==> config.mk <==
export PLATFORM = sky130hd
export DESIGN_NAME = bsg_dramsim3_ch_arbiter
export DESIGN_NICKNAME = d
export VERILOG_FILES = /design/src/rtl/bsg_dramsim3_ch_arbiter.sv
export SDC_FILE = /design/constraint.sdc
export NUM_CORES = 1
export LEC_CHECK = 0
export ABC_AREA = 0
export CAP_MARGIN = 15
export CORE_AREA = 5 5 251 253
export CTS_CLUSTER_DIAMETER = 80
export CTS_CLUSTER_SIZE = 30
export DETAILED_ROUTE_END_ITERATION = 7
export DIE_AREA = 0 0 256 258
export PLACE_DENSITY_LB_ADDON = 0.15
export SYNTH_ARGS = -nofsm -noshare
export SYNTH_HDL_FRONTEND = slang
export SYNTH_SLANG_ARGS = --single-unit
==> constraint.sdc <==
create_clock -name clk_i -period 58.3 [get_ports clk_i]
set_input_delay 11.66 -clock clk_i [delete_from_list [all_inputs] [get_ports clk_i]]
set_output_delay 11.66 -clock clk_i [all_outputs]
set_load 0.01 [all_outputs]
==> src/rtl/bsg_dramsim3_ch_arbiter.sv <==
`default_nettype none
// ============================================================================
// Module   : bsg_dramsim3_ch_arbiter
// Brief    : Round-robin arbiter that shares one dramsim3 channel port among
//            several requesters and routes read returns back to their owner
//            by address, oldest-first among equal addresses.
// Revision : 1.0 - initial release
// ============================================================================
module bsg_dramsim3_ch_arbiter #(
   parameter int num_req_p            = 2,
   parameter int channel_addr_width_p = 32,
   parameter int data_width_p         = 256,
   parameter int max_out_p            = 8
) (
   input  logic                                            clk_i,
   input  logic                                            reset_n_i,
   input  logic [num_req_p-1:0]                            v_i,
   input  logic [num_req_p-1:0]                            write_not_read_i,
   input  logic [num_req_p-1:0][channel_addr_width_p-1:0]  ch_addr_i,
   output logic [num_req_p-1:0]                            yumi_o,
   output logic                                            v_o,
   output logic                                            write_not_read_o,
   output logic [channel_addr_width_p-1:0]                 ch_addr_o,
   input  logic                                            yumi_i,
   input  logic                                            data_v_i,
   input  logic [channel_addr_width_p-1:0]                 read_done_ch_addr_i,
   input  logic [data_width_p-1:0]                         data_i,
   output logic [num_req_p-1:0]                            data_v_o,
   output logic [data_width_p-1:0]                         data_o,
   output logic [$clog2(max_out_p):0]                      outstanding_o,
   output logic                                            error_o
);

   localparam int c_req_w = (num_req_p > 1) ? $clog2(num_req_p) : 1;
   localparam int c_ent_w = $clog2(max_out_p);
   localparam int c_cnt_w = $clog2(max_out_p) + 1;
   localparam logic [c_cnt_w-1:0] c_max_out = c_cnt_w'(max_out_p);
   localparam logic [0:0] c_st_idle = 1'b0;
   localparam logic [0:0] c_st_hold = 1'b1;

   logic [0:0]                      r_state;
   logic [c_req_w-1:0]              r_rr_ptr;
   logic [c_req_w-1:0]              r_hold_idx;
   logic [max_out_p-1:0]            r_ent_v;
   logic [channel_addr_width_p-1:0] r_ent_addr  [max_out_p];
   logic [c_req_w-1:0]              r_ent_owner [max_out_p];
   // Age rank: 0 is youngest; ranks stay dense so they never exceed max_out_p-1
   logic [c_ent_w-1:0]              r_ent_age   [max_out_p];
   logic [c_cnt_w-1:0]              r_count;

   logic                 w_full;
   logic [num_req_p-1:0] w_elig;
   logic                 w_any_elig;
   logic [c_req_w-1:0]   w_win_idx;
   logic [c_req_w-1:0]   w_cand;
   logic [c_req_w-1:0]   w_grant;
   logic [c_req_w-1:0]   w_rr_next;
   logic                 w_req_v;
   logic                 w_accept;
   logic                 w_alloc;
   logic [c_ent_w-1:0]   w_free_idx;
   logic                 w_ret;
   logic                 w_hit;
   logic [c_ent_w-1:0]   w_hit_idx;
   logic [c_ent_w-1:0]   w_hit_age;
   logic                 w_free;

   // Reads are only eligible against the registered occupancy
   assign w_full = (r_count == c_max_out);
   assign w_elig = v_i & (write_not_read_i | {num_req_p{~w_full}});

   // Round-robin search starting at the pointer, wrapping to requester 0
   always_comb begin
      w_any_elig = 1'b0;
      w_win_idx  = '0;
      w_cand     = '0;
      for (int k = 0; k < num_req_p; k++) begin
         w_cand = c_req_w'((int'(r_rr_ptr) + k) % num_req_p);
         if (!w_any_elig && w_elig[w_cand]) begin
            w_any_elig = 1'b1;
            w_win_idx  = w_cand;
         end
      end
   end

   // While holding, the latched requester owns the port regardless of others
   assign w_grant          = (r_state == c_st_hold) ? r_hold_idx : w_win_idx;
   assign w_req_v          = reset_n_i & ((r_state == c_st_hold) | w_any_elig);
   assign w_accept         = w_req_v & yumi_i;
   assign w_alloc          = w_accept & ~write_not_read_o;
   assign w_rr_next        = c_req_w'((int'(w_grant) + 1) % num_req_p);
   assign v_o              = w_req_v;
   assign write_not_read_o = write_not_read_i[w_grant];
   assign ch_addr_o        = ch_addr_i[w_grant];

   // Consume strobe goes only to the granted requester
   always_comb begin
      yumi_o = '0;
      if (w_accept) begin
         yumi_o[w_grant] = 1'b1;
      end
   end

   // Lowest-index free entry, judged on registered validity only
   always_comb begin
      w_free_idx = '0;
      for (int j = max_out_p - 1; j >= 0; j--) begin
         if (!r_ent_v[j]) begin
            w_free_idx = c_ent_w'(j);
         end
      end
   end

   // Oldest valid entry whose address matches the returning read
   always_comb begin
      w_hit     = 1'b0;
      w_hit_idx = '0;
      w_hit_age = '0;
      for (int j = 0; j < max_out_p; j++) begin
         if (r_ent_v[j] && (r_ent_addr[j] == read_done_ch_addr_i) &&
             (!w_hit || (r_ent_age[j] > w_hit_age))) begin
            w_hit     = 1'b1;
            w_hit_idx = c_ent_w'(j);
            w_hit_age = r_ent_age[j];
         end
      end
   end

   assign w_ret   = reset_n_i & data_v_i;
   assign w_free  = w_ret & w_hit;
   assign error_o = w_ret & ~w_hit;
   assign data_o  = data_i;
   assign outstanding_o = r_count;

   // Return strobe to the owner of the selected entry
   always_comb begin
      data_v_o = '0;
      if (w_free) begin
         data_v_o[r_ent_owner[w_hit_idx]] = 1'b1;
      end
   end

   // Grant FSM, round-robin pointer, tracking table and occupancy count
   always_ff @(posedge clk_i) begin
      if (!reset_n_i) begin
         r_state    <= c_st_idle;
         r_rr_ptr   <= '0;
         r_hold_idx <= '0;
         r_ent_v    <= '0;
         r_count    <= '0;
      end else begin
         if (w_accept) begin
            r_state  <= c_st_idle;
            r_rr_ptr <= w_rr_next;
         end else if ((r_state == c_st_idle) && w_any_elig) begin
            r_state    <= c_st_hold;
            r_hold_idx <= w_win_idx;
         end

         for (int j = 0; j < max_out_p; j++) begin
            if (w_alloc && (w_free_idx == c_ent_w'(j))) begin
               r_ent_v[j]     <= 1'b1;
               r_ent_addr[j]  <= ch_addr_o;
               r_ent_owner[j] <= w_grant;
               r_ent_age[j]   <= '0;
            end else if (w_free && (w_hit_idx == c_ent_w'(j))) begin
               r_ent_v[j] <= 1'b0;
            end else if (r_ent_v[j]) begin
               // Survivors age by one per allocation and close the gap left
               // by a freed older-than-them... younger-than-them entry
               r_ent_age[j] <= r_ent_age[j] + c_ent_w'(w_alloc)
                             - c_ent_w'(w_free && (r_ent_age[j] > w_hit_age));
            end
         end

         r_count <= r_count + c_cnt_w'(w_alloc) - c_cnt_w'(w_free);
      end
   end

endmodule
`default_nettype wire

# Word-level counts from Yosys, hierarchy flattened
# Memory sizes are Yosys's and may differ from the RTL's.
# Index checks and enable logic that the tools add are counted.
# word_totals
regBits	15
ramBits	288
input_bits	360
wordCells	366
n_memories	3
# mem_list
memory	words	word_bits	rd	rd_clocked_by_memory_dff	wr	line_no	text
r_ent_addr	8	32	8	0	1	45	logic [channel_addr_width_p-1:0] r_ent_addr [max_out_p];
r_ent_age	8	3	8	0	8	48	logic [c_ent_w-1:0] r_ent_age [max_out_p];
r_ent_owner	8	1	1	0	1	46	logic [c_req_w-1:0] r_ent_owner [max_out_p];
# op_classes
add_sub_neg	20
order_cmp	21
eq_ne	23
mux	180
bitwise	23
reduce_logical	84
# op_table
op	count
two-way mux 32 bit	9
== test 32 bit	8
OR reduction 32 bit	7
two-way mux 3 bit	44
two-way mux 1 bit	123
greater-than comparator 3 bit	15
logical AND 1 bit	43
adder 3 x 1 -> 3 bit	8
== test 3 bit (second input constant)	8
subtractor 3 x 1 -> 3 bit	8
nonzero test 2 bit	8
== test 3 x 2 -> 1 bit (second input constant)	4
bitwise OR 1 bit	9
logical NOT 1 bit	8
< comparator 1 x 2 -> 1 bit (second input constant)	4
logical OR 1 bit	7
OR reduction 1 bit	7
bitwise AND 1 bit	6
== test 3 x 1 -> 1 bit (second input constant)	2
logical NOT 3 bit	2
NOT 1 bit	6
adder 4 x 1 -> 4 bit	1
== test 4 bit (second input constant)	1
two-way mux 2 bit	2
other kinds (8)	11

# Longest topological paths before layout
# An unclocked memory read counts as a cell.
# depth
ltp_word	39
depth_mapped	83

# Worst setup path after synthesis
# No wires, ideal clock.
# synth_path
path_kind	input-to-output
startpoint	input read_done_ch_addr_i[22]
endpoint	output data_v_o[0]
t_arrival_ns	23.263
required_time_ns	46.640
setup_slack_ns	23.377
cell_stages	64
n_path_buf	2
path_cell_list	buf_2 -> xnor2_1 -> nand4b_1 -> or4_1 -> nor2_1 -> and3_1 -> nand2_1 -> ha_1 -> nor2b_1 -> o21a_1 -> o21ai_0 -> a41oi_1 -> a22o_1 -> inv_1 -> ha_1 -> nor2b_1 -> o21a_1 -> o21ai_0 -> [28 not listed] -> o21ai_0 -> inv_1 -> o21ai_0 -> o21ai_0 -> nand2_1 -> o211a_1 -> o21bai_1 -> ha_1 -> a21o_1 -> a21oi_1 -> a31oi_1 -> and2_1 -> a41oi_1 -> nand2_1 -> or3_1 -> a2111oi_1 -> nor2_1 -> nor2_1
# synth_between
elab_chain_cells	37
word_cells_on_any_way	74
cone_classes	order compare: 9; eq/ne: 8; mux: 25; bitwise: 1; reduce/logical: 30; memory: 1
# synth_lines
element	line_no	text
start, declared	26	input logic [channel_addr_width_p-1:0] read_done_ch_addr_i,
== test 32 bit	120	if (r_ent_v[j] && (r_ent_addr[j] == read_done_ch_addr_i) &&
logical AND 1 bit	120	
two-way mux 3 bit or two-way mux 1 bit (tied branches)	120	
greater-than comparator 3 bit or logical NOT 1 bit (tied branches)	121	(!w_hit || (r_ent_age[j] > w_hit_age))) begin
logical OR 1 bit	121	
logical AND 1 bit	120	
two-way mux 3 bit or two-way mux 1 bit (tied branches)	120	
greater-than comparator 3 bit or logical NOT 1 bit (tied branches)	121	
[21 not listed]	-	
logical AND 1 bit	120	
two-way mux 3 bit	120	
memory (8 x 1 bit)	-	
< comparator 1 x 2 -> 1 bit (not written as such) or >= comparator 1 bit (tied branches)	139	data_v_o[r_ent_owner[w_hit_idx]] = 1'b1;
logical AND 1 bit (not written as such)	139	
two-way mux 1 bit (not written as such)	139	
demux 1 bit (select 1 bit)	139	
two-way mux 2 bit *	138	if (w_free) begin
end, declared	28	output logic [num_req_p-1:0] data_v_o,
# Mark *: on every way between the ends. The rest lies on a longest branch, timed or not.

# Final worst setup path
# layout_path
startpoint	input read_done_ch_addr_i[24]
endpoint	output data_v_o[0]
# Same word-level chain as after synthesis.

==> reports/qor.yml <==
status: "complete, no violations"
worstSetupPathType: "in2out"
cpPeakStageDelay_ns: 0.89
htreeDepth: 1
synth.cell_area_mm2: 0.0182
cts.path.max_buffers: 3
synth_seq_area_share_pct: 49.1
area_growth_pct: 7.86
cellLeakagePower_nw: 6.68
die_w_um: 256
num_io_pins: 659
async_reset_ff_share_pct: 0
cellPowerDensity_mw_per_mm2: 25.1
num_rows: 91
grt_pass1_vias: 11586
cts_tree: "done"
io_buffers: 146
arrival_ns: 27.02
instances_no_fill: 2253
worst_pin_slew_ns: 1.08
die_y_um: 258
min_period_ns: 38.68
mostFrequentLayoutCells: "288 x edfxtp_1, 194 x xor2_1, 146 x clkdlybuf4s50_1"
tns_ns: 0
postCtsSetupBuffers: 0
cts.clk_slew.worst_paths_ns: 0.08
firstDrtPassIters: 5
startpoint_type: "input pin"
gp_congestion: 0.928
synth_edf_count: 288
grt_use_total_pct: 23.5
fmax_ghz: 0.0259
grt_setup_unrepaired: "no"
dp.cells: 2205
viasPerCell: 5.18
peakVddDrop_mv: 0.0200
route.top_layer_used: "met5"
cp_max_fo: 13
antenna_found_initial: 2
cts_inserted_buffers: 25
cap_viol_max_count: 0
synth.distinct_cells: 82
endpoint_kind: "output pin"
grt_max_degree: 34
dieArea_mm2: 0.0660
wire_per_inst_um: 36.2
hold_buffers: 0
period_share_pct: 66.3
ys_warn_count: 0
dr_wl_met2_um: 39700
synth_ff_type: "edfxtp_1"
fin_nets: 1870
layout_commonest_cell: "edfxtp_1"
syn_avg_cell_area_um2: 11.8
hold_violations: 0
core_area_mm2: 0.0608
clock-sinks: 303
grt_first_pass_wirelength_um: 107000
final_core_util_pct: 32.3
gr-total-overflow: 0
m1WireLength_um: 28400
yosys_register_bits: 303
drc: 0
finalPower_uw: 494
worst_clock_skew_ns: 0.0411
drt_iter0_markers: 849
slew_violations: 0
hp-class: "reg2reg"
netlist_instances: 1546
yosysTopAreaCellShare_pct: 47.4
drt-total-wl_um: 81500
ant_nets: 0
report.final.setup_viol: 0
initial_core_util_pct: 30.0
vias: 11671
yosys.area.top_type: "edfxtp_1"
synth_area_leaders: "edfxtp_1 47%, buf_4 11%, xor2_1 9.3%"
maxSlewHeadroom_pct: 27.5
cts_root_buf: "clkbuf_16"
required_ns: 46.64
clk_latency_ns: 0.61
cts_resized: 0
place_hpwl_um: 66000
cpMostUsedCell: "o21ai_0"
slowest_stage: "a2111oi_1"
synth_fp_nets: 1974
route.met3.wl_um: 11500
layout-drive-gt1-share_pct: 9.99
[metal layers]
layer | GRT usage [%] | vias to the layer above
met3 | 14.4 | 116
met1 | 25.1 | 5749
met5 | 0.950 | -
met2 | 40.2 | 735
li1 | - | 5067
met4 | 4.66 | 4
[registers in the layout (all words and copies together), names as in the netlist]
signal,flops
r_ent_addr,256
r_hold_idx,1
r_ent_owner,8
r_state,1
r_ent_v,8
outstanding_o,4
r_ent_age,24
r_rr_ptr,1
[area by class of cell]
cell class                 instances  area, um^2
fill                            6161       41100
clock inverter                    21         297
timing repair buffer             167        1620
sequential                       303        8950
tap                              790         988
inverter                          62         233
multi-input combinational        883        6950
antenna                            2        5.00
clock buffer                      25         626
[cell families after synthesis]
| kind of cell | after synthesis | synth area share [%] |
|---|---|---|
| AOI/OAI and AO/OA | 124 | 4.80 |
| buffers and inverters | 360 | 13.2 |
| and+or+nand+nor | 381 | 12.2 |
| muxes | 38 | 2.39 |
| xor gates and xnor gates | 272 | 13.4 |
| DFF | 303 | 49.1 |
| adders and majority gates | 68 | 5.04 |
[worst max-delay path: cells and delay by family]
kind / cells / cell delay, ns
multiplexers: 1 / 0.30
buffers and inverters: 7 / 1.61
AND/OR/NAND/NOR: 21 / 4.38
adder cells (fa/ha/maj): 7 / 1.82
XOR/XNOR: 1 / 0.50
AO/OA/AOI/OAI: 29 / 6.72
[report_power, final]
group	internal, mW	switching, mW	leakage, nW
Combinational	0.0211	0.0352	3.48
Sequential	0.243	0.00136	2.76
Clock	0.0921	0.101	0.444
[final timing paths]
path                                                 endpoint  depth (start not counted)                       start  slack (ns)
worst max-delay path                              data_v_o[0]                         66     read_done_ch_addr_i[24]       19.62
worst max register to register  r_ent_age[1][5]$_SDFFCE_PN0P_                         75  r_ent_addr[0][1]$_DFFE_PP_       41.92
worst min register to register        r_hold_idx$_SDFFE_PN0P_                          2     r_hold_idx$_SDFFE_PN0P_        0.50
worst min-delay path                  r_hold_idx$_SDFFE_PN0P_                          2     r_hold_idx$_SDFFE_PN0P_        0.50
[metrics by stage]
stage,instance area [um^2],setup WS [ns],hold slack [ns]
4_1_cts,19700,19.74,0.510
2_1_floorplan,18200,23.38,0.444
3_5_place_dp,18700,19.80,0.496
5_1_grt,19700,18.36,0.530
6_report,19700,19.62,0.504
3_3_place_gp,18700,20.23,0.482
[synthesized netlist by cell type, types with 21 or more instances]
| cell type | number |
|---|---|
| nor4_1 | 77 |
| buf_4 | 265 |
| xnor2_1 | 71 |
| nand4_1 | 32 |
| nor2_1 | 60 |
| inv_1 | 62 |
| ha_1 | 59 |
| nand2_1 | 51 |
| nand3_1 | 23 |
| nor3_1 | 21 |
| a21oi_1 | 22 |
| o21ai_0 | 29 |
| mux2_2 | 32 |
| xor2_1 | 194 |
| edfxtp_1 | 288 |
(Power assumes the default switching activity.)
